--- src/rtl/txfifo_rd_ctrl.sv ---
// Reader end of the MAC TX FIFO: parses the length header, streams the payload
// through a 2-entry skid buffer with SOP/EOP/mod, drops illegal frames, inserts IFG.
module txfifo_rd_ctrl #(
  parameter int WIDTH   = 64,
  parameter int LEN_W   = 14,
  parameter int MIN_LEN = 60,
  parameter int MAX_LEN = 1514,
  parameter int IFG_CYC = 2
) (
  input  logic             clk,
  input  logic             reset_,
  input  logic             tx_en,
  output logic             fifo_rdreq,
  input  logic [WIDTH-1:0] fifo_q,
  input  logic             fifo_rdempty,
  output logic [WIDTH-1:0] tx_data,
  output logic             tx_valid,
  output logic             tx_sop,
  output logic             tx_eop,
  output logic [2:0]       tx_mod,
  input  logic             tx_ready,
  output logic             tx_err,
  output logic [15:0]      frm_cnt,
  output logic [15:0]      drop_cnt,
  output logic [2:0]       o_dbg_state
);

  typedef enum logic [2:0] {S_IDLE, S_HDR, S_DATA, S_DROP, S_IFG} state_t;

  localparam int     WL_W    = LEN_W - 2;
  localparam int     IFG_W   = (IFG_CYC > 1) ? $clog2(IFG_CYC) : 1;
  localparam state_t S_AFTER = (IFG_CYC == 0) ? S_IDLE : S_IFG;

  state_t           r_state;
  logic [WL_W-1:0]  r_words_left;
  logic             r_first;
  logic             r_inflight, r_if_sop, r_if_eop;
  logic             r_v0, r_v1, r_sop0, r_eop0, r_sop1, r_eop1;
  logic [WIDTH-1:0] r_d0, r_d1;
  logic [2:0]       r_mod;
  logic [IFG_W-1:0] r_ifg;
  logic             r_err;
  logic [15:0]      r_frm, r_drop;

  logic [LEN_W-1:0] w_len;
  logic [WL_W-1:0]  w_words, w_left_issue;
  logic             w_len_zero, w_len_ok, w_first_issue;
  logic             w_pop, w_push, w_rdreq;
  logic [1:0]       w_occ;

  assign w_len      = fifo_q[LEN_W-1:0];
  assign w_words    = WL_W'(({1'b0, w_len} + (LEN_W+1)'(7)) >> 3);
  assign w_len_zero = (w_len == '0);
  assign w_len_ok   = (w_len >= LEN_W'(MIN_LEN)) && (w_len <= LEN_W'(MAX_LEN));
  assign w_pop      = r_v0 && tx_ready;
  assign w_push     = r_inflight && (r_state == S_DATA);
  // Buffered entries plus the read in flight, net of this cycle's pop.
  assign w_occ      = 2'(r_v0) + 2'(r_v1) + 2'(r_inflight) - 2'(w_pop);

  assign w_left_issue  = (r_state == S_HDR) ? w_words : r_words_left;
  assign w_first_issue = (r_state == S_HDR) ? 1'b1 : r_first;

  always_comb begin
    w_rdreq = 1'b0;
    case (r_state)
      S_IDLE: w_rdreq = tx_en && !fifo_rdempty;
      S_HDR:  w_rdreq = w_len_ok && !fifo_rdempty;
      S_DATA: w_rdreq = !fifo_rdempty && (r_words_left != '0) && (w_occ < 2'd2);
      S_DROP: w_rdreq = !fifo_rdempty && (r_words_left != '0);
      default: w_rdreq = 1'b0;
    endcase
  end

  always_ff @(posedge clk) begin
    if (!reset_) begin
      r_state      <= S_IDLE;
      r_words_left <= '0;
      r_first      <= 1'b0;
      r_inflight   <= 1'b0;
      r_if_sop     <= 1'b0;
      r_if_eop     <= 1'b0;
      r_v0         <= 1'b0;
      r_v1         <= 1'b0;
      r_sop0       <= 1'b0;
      r_eop0       <= 1'b0;
      r_sop1       <= 1'b0;
      r_eop1       <= 1'b0;
      r_d0         <= '0;
      r_d1         <= '0;
      r_mod        <= '0;
      r_ifg        <= '0;
      r_err        <= 1'b0;
      r_frm        <= '0;
      r_drop       <= '0;
    end else begin
      r_err      <= 1'b0;
      r_inflight <= w_rdreq;
      if (w_rdreq) begin
        r_if_sop <= w_first_issue;
        r_if_eop <= (w_left_issue == WL_W'(1));
      end

      case ({w_push, w_pop})
        2'b11: begin
          if (r_v1) begin
            r_d0 <= r_d1;  r_sop0 <= r_sop1;  r_eop0 <= r_eop1;
            r_d1 <= fifo_q; r_sop1 <= r_if_sop; r_eop1 <= r_if_eop;
          end else begin
            r_d0 <= fifo_q; r_sop0 <= r_if_sop; r_eop0 <= r_if_eop;
          end
        end
        2'b01: begin
          r_d0 <= r_d1;  r_sop0 <= r_sop1;  r_eop0 <= r_eop1;
          r_v0 <= r_v1;  r_v1   <= 1'b0;
        end
        2'b10: begin
          if (!r_v0) begin
            r_d0 <= fifo_q; r_sop0 <= r_if_sop; r_eop0 <= r_if_eop; r_v0 <= 1'b1;
          end else begin
            r_d1 <= fifo_q; r_sop1 <= r_if_sop; r_eop1 <= r_if_eop; r_v1 <= 1'b1;
          end
        end
        default: ;
      endcase

      case (r_state)
        S_IDLE: if (w_rdreq) r_state <= S_HDR;
        S_HDR: begin
          r_mod        <= w_len[2:0];
          r_words_left <= w_words - WL_W'(w_rdreq);
          r_first      <= !w_rdreq;
          r_ifg        <= IFG_W'(IFG_CYC - 1);
          if (w_len_zero) begin
            r_err   <= 1'b1;
            r_drop  <= r_drop + 16'd1;
            r_state <= S_AFTER;
          end else if (!w_len_ok) begin
            r_err   <= 1'b1;
            r_drop  <= r_drop + 16'd1;
            r_state <= S_DROP;
          end else begin
            r_state <= S_DATA;
          end
        end
        S_DATA: begin
          if (w_rdreq) begin
            r_words_left <= r_words_left - WL_W'(1);
            r_first      <= 1'b0;
          end
          if (w_pop && r_eop0) begin
            r_frm   <= r_frm + 16'd1;
            r_ifg   <= IFG_W'(IFG_CYC - 1);
            r_state <= S_AFTER;
          end
        end
        S_DROP: begin
          if (w_rdreq) r_words_left <= r_words_left - WL_W'(1);
          if (r_words_left == '0) begin
            r_ifg   <= IFG_W'(IFG_CYC - 1);
            r_state <= S_AFTER;
          end
        end
        S_IFG: begin
          if (r_ifg == '0) r_state <= S_IDLE;
          else             r_ifg   <= r_ifg - IFG_W'(1);
        end
        default: r_state <= S_IDLE;
      endcase
    end
  end

  assign fifo_rdreq  = w_rdreq;
  assign tx_valid    = r_v0;
  assign tx_data     = r_d0;
  assign tx_sop      = r_v0 && r_sop0;
  assign tx_eop      = r_v0 && r_eop0;
  assign tx_mod      = (r_v0 && r_eop0) ? r_mod : 3'd0;
  assign tx_err      = r_err;
  assign frm_cnt     = r_frm;
  assign drop_cnt    = r_drop;
  assign o_dbg_state = r_state;

endmodule

--- config.mk ---
export PLATFORM = sky130hd
export DESIGN_NAME = txfifo_rd_ctrl
export DESIGN_NICKNAME = d
export VERILOG_FILES = /design/src/rtl/txfifo_rd_ctrl.sv
export SDC_FILE = /design/constraint.sdc
export NUM_CORES = 1
export LEC_CHECK = 0
export ABC_AREA = 1
export ABC_CLOCK_PERIOD_IN_PS = 3600
export CAP_MARGIN = 30
export CORE_MARGIN = 2
export CORE_UTILIZATION = 32
export CTS_CLUSTER_DIAMETER = 120
export DETAILED_ROUTE_END_ITERATION = 8
export GPL_TIMING_DRIVEN = 0
export MAX_ROUTING_LAYER = met4
export SLEW_MARGIN = 20
export SYNTH_ARGS = -nofsm -noshare
export SYNTH_HDL_FRONTEND = slang
export SYNTH_SLANG_ARGS = --single-unit
--- constraint.sdc ---
create_clock -name clk -period 3.6 [get_ports clk]
set_input_delay 0.72 -clock clk [delete_from_list [all_inputs] [get_ports clk]]
set_output_delay 0.72 -clock clk [all_outputs]
set_load 0.01 [all_outputs]
**After elaboration in Yosys (flattened, before gate mapping)**

Index checks and enable logic that the tools add are counted.

- Register bits after elaboration: 190
- Input port bits: 69
- Output and inout port bits: 107
- Logic and storage cells: 126

- Add/subtract/negate cells: 9
- Magnitude comparators: 3
- Equal/unequal tests: 18
- Muxes and demuxes: 44
- Reduce and logical (&&, ||, !) cells: 33

Operator list:

| operator | number |
|---|---|
| two-way mux 64 bit | 4 |
| one-hot mux 64 bit (3 select lines) | 1 |
| one-hot mux 64 bit (2 select lines) | 1 |
| adder 16 x 1 -> 16 bit (second input constant) | 2 |
| two-way mux 16 bit | 2 |
| two-way mux 12 bit | 2 |
| one-hot mux 12 bit (2 select lines) | 1 |
| two-way mux 3 bit | 6 |
| two-way mux 1 bit | 17 |
| != test 2 bit (second input constant) | 8 |
| adder 14 x 3 -> 15 bit (second input constant) | 1 |
| one-hot mux 3 bit (5 select lines) | 1 |
| greater-or-equal comparator 14 x 6 -> 1 bit (second input constant) | 1 |
| less-or-equal comparator 14 x 11 -> 1 bit (second input constant) | 1 |
| logical NOT 14 bit | 1 |
| AND reduction 2 bit | 7 |
| == test 12 x 1 -> 1 bit (second input constant) | 1 |
| logical NOT 12 bit | 1 |
| nonzero test 12 bit | 1 |
| subtractor 12 x 1 -> 12 bit | 1 |
| subtractor 12 x 1 -> 12 bit (second input constant) | 1 |
| logical AND 1 bit | 10 |
| one-hot mux 1 bit (2 select lines) | 5 |
| one-hot mux 1 bit (4 select lines) | 2 |
| other kinds (20) | 29 |

**Logic depth before layout (Yosys ltp)**

- Word-level depth: 8
- Depth in mapped cells: 25
- Gate-level depth less buffers: 25

**Worst setup path after synthesis**

Ideal clock, no wire load.

- Path type: input-to-reg
- Start: input port tx_ready
- End: register r_words_left[10]
- Library setup time: 109 ps
- Arrival: 3045 ps
- Required time: 3491 ps
- Setup slack: 447 ps
- Stages: 24
- Buffers on the path: 0
- Cells stage by stage: nand2_4 > clkinv_4 > ha_1 > inv_1 > ha_1 > a21oi_1 > xnor2_1 > nand2_1 > nand3_1 > nand2_1 > nand2_1 > inv_2 > ha_1 > ha_1 > inv_1 > nor2_4 > inv_1 > nor2_2 > nand2_1 > nand2_1 > nand3_1 > nand3_1 > nand2_1 > inv_1

- Cells in the longest elaborated chain, start to end: 7
- Elaborated cells on any way between the ends: 9

RTL lines:

| element | RTL line | text |
|---|---|---|
| start, declared | 21 | `input logic tx_ready,` |
| logical AND 1 bit * | 55 | `assign w_pop = r_v0 && tx_ready;` |
| subtractor 2 x 1 -> 2 bit * | 58 | `assign w_occ = 2'(r_v0) + 2'(r_v1) + 2'(r_inflight) - 2'(w_pop);` |
| less-than comparator 2 bit * | 68 | `S_DATA: w_rdreq = !fifo_rdempty && (r_words_left != '0) && (w_occ < 2'd2);` |
| logical AND 1 bit * | 68 |  |
| one-hot mux 1 bit (4 select lines) * | 65 | `case (r_state)` |
| net fifo_rdreq | 13 | `output logic fifo_rdreq,` |
| subtractor 12 x 1 -> 12 bit or != test 2 x 1 -> 1 bit (tied branches) | - |  |
| one-hot mux 12 bit (2 select lines) or AND reduction 2 bit (tied branches) | - |  |
| end signal, assigned | 130 | `r_words_left <= w_words - WL_W'(w_rdreq);` |
| end signal, assigned | 147 | `r_words_left <= r_words_left - WL_W'(1);` |
| end signal, assigned | 157 | `if (w_rdreq) r_words_left <= r_words_left - WL_W'(1);` |
| end, declared | 35 | `logic [WL_W-1:0] r_words_left;` |

Mark *: on every way through the listed nets, which the timed path passes. The rest lies on a longest branch.
A chain may end at the register's enable or synchronous reset.

**Final worst setup path**

- Start: input port fifo_q[2]
- End: output port fifo_rdreq

- Cells in the longest elaborated chain, start to end: 4
- Elaborated cells on any way between the ends: 5

RTL lines:

| element | RTL line | text |
|---|---|---|
| start, declared | 14 | `input logic [WIDTH-1:0] fifo_q,` |
| greater-or-equal comparator 14 x 6 -> 1 bit or less-or-equal comparator 14 x 11 -> 1 bit (tied branches) | 54 | `assign w_len_ok = (w_len >= LEN_W'(MIN_LEN)) && (w_len <= LEN_W'(MAX_LEN));` |
| logical AND 1 bit * | 54 |  |
| logical AND 1 bit * | 67 | `S_HDR: w_rdreq = w_len_ok && !fifo_rdempty;` |
| one-hot mux 1 bit (4 select lines) * | 65 |  |
| end, declared | 13 |  |

Every way passes the cells marked *; elsewhere a longest branch is shown, timed or not.

==> insert_results.sql <==
INSERT INTO impl_metrics (metric_group, metric, value, unit) VALUES
('status', 'run_status', 'complete, no violations', ''),
('synth', 'synthAdderAreaFrac', '1.27', '%'),
('clocking', 'cts_hold_repair.buffers', '0', ''),
('placed_design', 'hpwl', '25.0', 'mm'),
('synth', 'yosys_warnings', '0', ''),
('setup_path', 'timing.critical_path.from_type', 'input pin', ''),
('floorplan', 'die-width', '180', 'µm'),
('floorplan', 'core.rowCount', '64', ''),
('synth', 'synth-seq-area-share', '38.5', '%'),
('synth', 'ys_dominant_reg_cell', 'sky130_fd_sc_hd__dfxtp_1', ''),
('grt', 'antenna_found_initial', '2', ''),
('grt', 'grt.overflow.total', '0', ''),
('timing', 'setup_slack', '0.132', 'ns'),
('route', 'routed_met3_length', '2.07', 'mm'),
('grt', 'number_of_global_route_vias_before_repair', '9896', ''),
('layout', 'final_layout_size_suffix_gt1_share', '5.63', '%'),
('timing', 'finalHoldViolations', '0', ''),
('layout', 'final_net_count', '1736', ''),
('clocking', 'numCtsBuffers', '17', ''),
('timing', 'worst-slew-pin-transition', '0.846', 'ns'),
('timing', 'period_share', '96.3', '%'),
('timing', 'timing.clock.skew', '0.0138', 'ns'),
('clocking', 'cts_tree', 'done', ''),
('placed_design', 'gpl.final_weighted_congestion', '0.929', ''),
('synth', 'syn-cell-area', '9880', 'µm²'),
('route', 'route.met2.wl', '15.5', 'mm'),
('power', 'power-per-cell-area', '505', 'nW/µm²'),
('power', 'report.power.total', '6.46', 'mW'),
('route', 'final_antenna_net_count', '0', ''),
('synth', 'postSynthRegisterBits', '190', ''),
('setup_path', 'timing.critical_path.arrival', '2.75', 'ns'),
('synth', 'synth-compound-area-share', '29.7', '%'),
('route', 'num_vias', '10800', ''),
('timing', 'finalSetupViolations', '0', ''),
('layout', 'finish.utilization', '41.9', '%'),
('layout', 'synthToLayoutAreaGrowth', '29.5', '%'),
('synth', 'synth.mux.area_fraction', '0', '%'),
('layout', 'layout.cells.most_common', 'sky130_fd_sc_hd__o21ai_0', ''),
('min_path', 'worst_hold_path_type', 'reg2reg', ''),
('clocking', 'cts.sink_count', '190', ''),
('floorplan', 'core', '30500', 'µm²'),
('route', 'number_of_iterations_in_the_first_detailed_routing_pass', '7', ''),
('floorplan', 'initial_utilization', '32.4', '%'),
('synth', 'synth-edff-count', '0', ''),
('route', 'avgRoutedWirePerCell', '16.5', 'µm'),
('route', 'route.top_layer_used', 'met4', ''),
('synth', 'synth_area_in_xor_xnor', '0.886', '%'),
('grt', 'grt_usage', '21.1', '%'),
('power', 'power.ir.vdd_worst', '0.340', 'mV'),
('layout', 'final_cell_mix', '285 x sky130_fd_sc_hd__o21ai_0, 257 x sky130_fd_sc_hd__nand2_1, 190 x sky130_fd_sc_hd__dfxtp_1', ''),
('timing', 'fmaxAchievable', '0.288', 'GHz'),
('grt', 'grt_start_max_net_pins', '20', ''),
('clocking', 'root_buffer', 'sky130_fd_sc_hd__clkbuf_16', ''),
('floorplan', 'top_level_ports', '176', ''),
('timing', 'final_max_slew_viols', '0', ''),
('route', 'drt-met1-wl', '15.7', 'mm'),
('route', 'drt_iter0_drc', '855', ''),
('power', 'leakage', '4.48', 'nW'),
('clocking', 'cts.reportedPaths.clkPinSlew', '0.07', 'ns'),
('synth', 'synthesis.instances', '1462', ''),
('synth', 'synth_top_family_by_area', 'compound AO/OA/AOI/OAI gates', ''),
('synth', 'yosys.cell_types.count', '39', ''),
('placed_design', 'port-buffer-count', '175', ''),
('timing', 'finalWorstPathRequiredPeriod', '3.47', 'ns'),
('synth', 'synth-simple-area-share', '19.4', '%'),
('synth', 'synthesis.nets', '1541', ''),
('route', 'vias_per_cell', '5.20', ''),
('timing', 'grt_setup_unrepaired', 'false', ''),
('route', 'totalWireLength', '34.1', 'mm'),
('grt', 'grt_first_pass_wirelength', '54.0', 'mm'),
('clocking', 'insertion_delay', '0.44', 'ns'),
('clocking', 'h-tree-depth', '4', ''),
('synth', 'synth.avg_cell_area', '6.76', 'µm²'),
('timing', 'timing.max_slew.rel_slack', '43.6', '%'),
('run', 'max_cap_viol_count', '0', ''),
('synth', 'synthArstFlopShare', '0', '%'),
('floorplan', 'dieHeight', '180', 'µm'),
('clocking', 'cts_buffer_depth', '2', ''),
('floorplan', 'die_area', '32300', 'µm²'),
('setup_path', 'critical_path.endpoint_type', 'primary output', ''),
('setup_path', 'required_time_reported_for_the_critical_path_endpoint', '2.88', 'ns'),
('route', 'drcViolationCount', '0', ''),
('placed_design', 'dp_worst_setup_slack', '-0.420', 'ns'),
('setup_path', 'crit_path_max_fanout', '8', ''),
('setup_path', 'setup.worst_path.class', 'in2out', '');
==> logic make-up after synthesis <==
| family | after synthesis |
|---|---|
| buffers and inverters | 260 |
| and+or+nand+nor | 437 |
| adders and majority gates | 10 |
| xor gates and xnor gates | 10 |
| DFF | 190 |
| AOI/OAI and AO/OA | 555 |
==> where the power goes <==
| group | internal (mW) | switching, mW |
|---|---|---|
| registers | 2.32 | 0.174 |
| logic | 0.738 | 1.21 |
| clock network | 1.06 | 0.953 |
==> flip-flops by register name, indices dropped and copies added (netlist names), 3 cells and up <==
| signal | count |
|---|---|
| r_d1 | 64 |
| tx_data | 64 |
| drop_cnt | 16 |
| frm_cnt | 16 |
| r_words_left | 12 |
| o_dbg_state | 3 |
| r_mod | 3 |
==> routing by layer <==
metal,track usage [%],vias up
met5,-,-
met4,7.12,0
met3,3.65,49
met2,32.9,371
met1,27.8,5008
li1,-,5323
==> Yosys cell counts, types with 3 or more instances <==
master | n | share of area, %
sky130_fd_sc_hd__o21ai_0 | 285 | 14
sky130_fd_sc_hd__nand2_1 | 258 | 9.8
sky130_fd_sc_hd__dfxtp_1 | 190 | 38
sky130_fd_sc_hd__a21oi_1 | 175 | 8.9
sky130_fd_sc_hd__inv_1 | 157 | 6.0
sky130_fd_sc_hd__nor2_1 | 79 | 3.0
sky130_fd_sc_hd__clkbuf_1 | 76 | 2.9
sky130_fd_sc_hd__a31oi_1 | 57 | 3.6
sky130_fd_sc_hd__nand3_1 | 40 | 2.0
sky130_fd_sc_hd__o22ai_1 | 16 | 1.0
sky130_fd_sc_hd__nor3_1 | 12 | 0.61
sky130_fd_sc_hd__a311oi_1 | 11 | 0.97
sky130_fd_sc_hd__ha_1 | 10 | 1.3
sky130_fd_sc_hd__buf_2 | 9 | 0.46
sky130_fd_sc_hd__buf_1 | 8 | 0.30
sky130_fd_sc_hd__nor2_4 | 8 | 0.91
sky130_fd_sc_hd__nand2_2 | 7 | 0.44
sky130_fd_sc_hd__nand4_1 | 7 | 0.44
sky130_fd_sc_hd__xor2_1 | 7 | 0.62
sky130_fd_sc_hd__inv_2 | 6 | 0.23
sky130_fd_sc_hd__nor2_2 | 6 | 0.38
sky130_fd_sc_hd__nand2_4 | 4 | 0.46
sky130_fd_sc_hd__nand3_2 | 4 | 0.41
sky130_fd_sc_hd__nor4_1 | 3 | 0.19
sky130_fd_sc_hd__o21ai_1 | 3 | 0.15
sky130_fd_sc_hd__o31ai_1 | 3 | 0.23
sky130_fd_sc_hd__xnor2_1 | 3 | 0.27
==> final timing paths <==
path | start | end | slack, ns | cells past startpoint
max | fifo_q[2] | fifo_rdreq | 0.13 | 15
min | drop_cnt[5] | drop_cnt[5] | 0.46 | 2
max reg2reg | tx_valid | r_words_left[6] | 0.42 | 22
min reg2reg | drop_cnt[5] | drop_cnt[5] | 0.46 | 2
==> timing repair <==
item | CTS | global route
cloned | 0 | 0
pin swaps | 1 | 3
buffers inserted | 1 | 0
endpoints found under the setup margin | 1 | 10
gates resized for setup | 6 | 11
==> worst max-delay path: stages <==
cell and delay (ns):
sky130_fd_sc_hd__clkdlybuf4s50_1 0.67, sky130_fd_sc_hd__inv_2 0.13, sky130_fd_sc_hd__nand2_1 0.11, sky130_fd_sc_hd__nand2_1 0.06, sky130_fd_sc_hd__nand2_1 0.05, sky130_fd_sc_hd__nand2_1 0.05, sky130_fd_sc_hd__nand2_1 0.06, sky130_fd_sc_hd__nand2_1 0.05
sky130_fd_sc_hd__nand2_1 0.21, sky130_fd_sc_hd__nand2_4 0.15, sky130_fd_sc_hd__nand2_1 0.09, sky130_fd_sc_hd__nand2_1 0.06, sky130_fd_sc_hd__nand2_2 0.12, sky130_fd_sc_hd__inv_4 0.07, sky130_fd_sc_hd__buf_2 0.15
==> metrics by stage <==
stage	cell area [µm²]	TNS (ns)	std cells	hold WS, ns
2_1_floorplan	9880	0	1462	0.445
3_3_place_gp	12100	-2.81	2033	0.454
3_5_place_dp	12100	-3.08	2033	0.460
4_1_cts	12800	0	2066	0.472
5_1_grt	12800	0	2067	0.498
6_report	12800	0	2067	0.465
==> area by class of cell <==
type | count | area, µm²
Tap cell | 396 | 495
Fill cell | 3161 | 17700
Sequential cell | 190 | 3800
Multi-Input combinational cell | 1012 | 5100
Buffer | 96 | 388
Antenna cell | 1 | 2.50
Timing Repair Buffer | 176 | 1760
Clock inverter | 15 | 196
Inverter | 164 | 623
Clock buffer | 17 | 425
(Power assumes the default switching activity.)
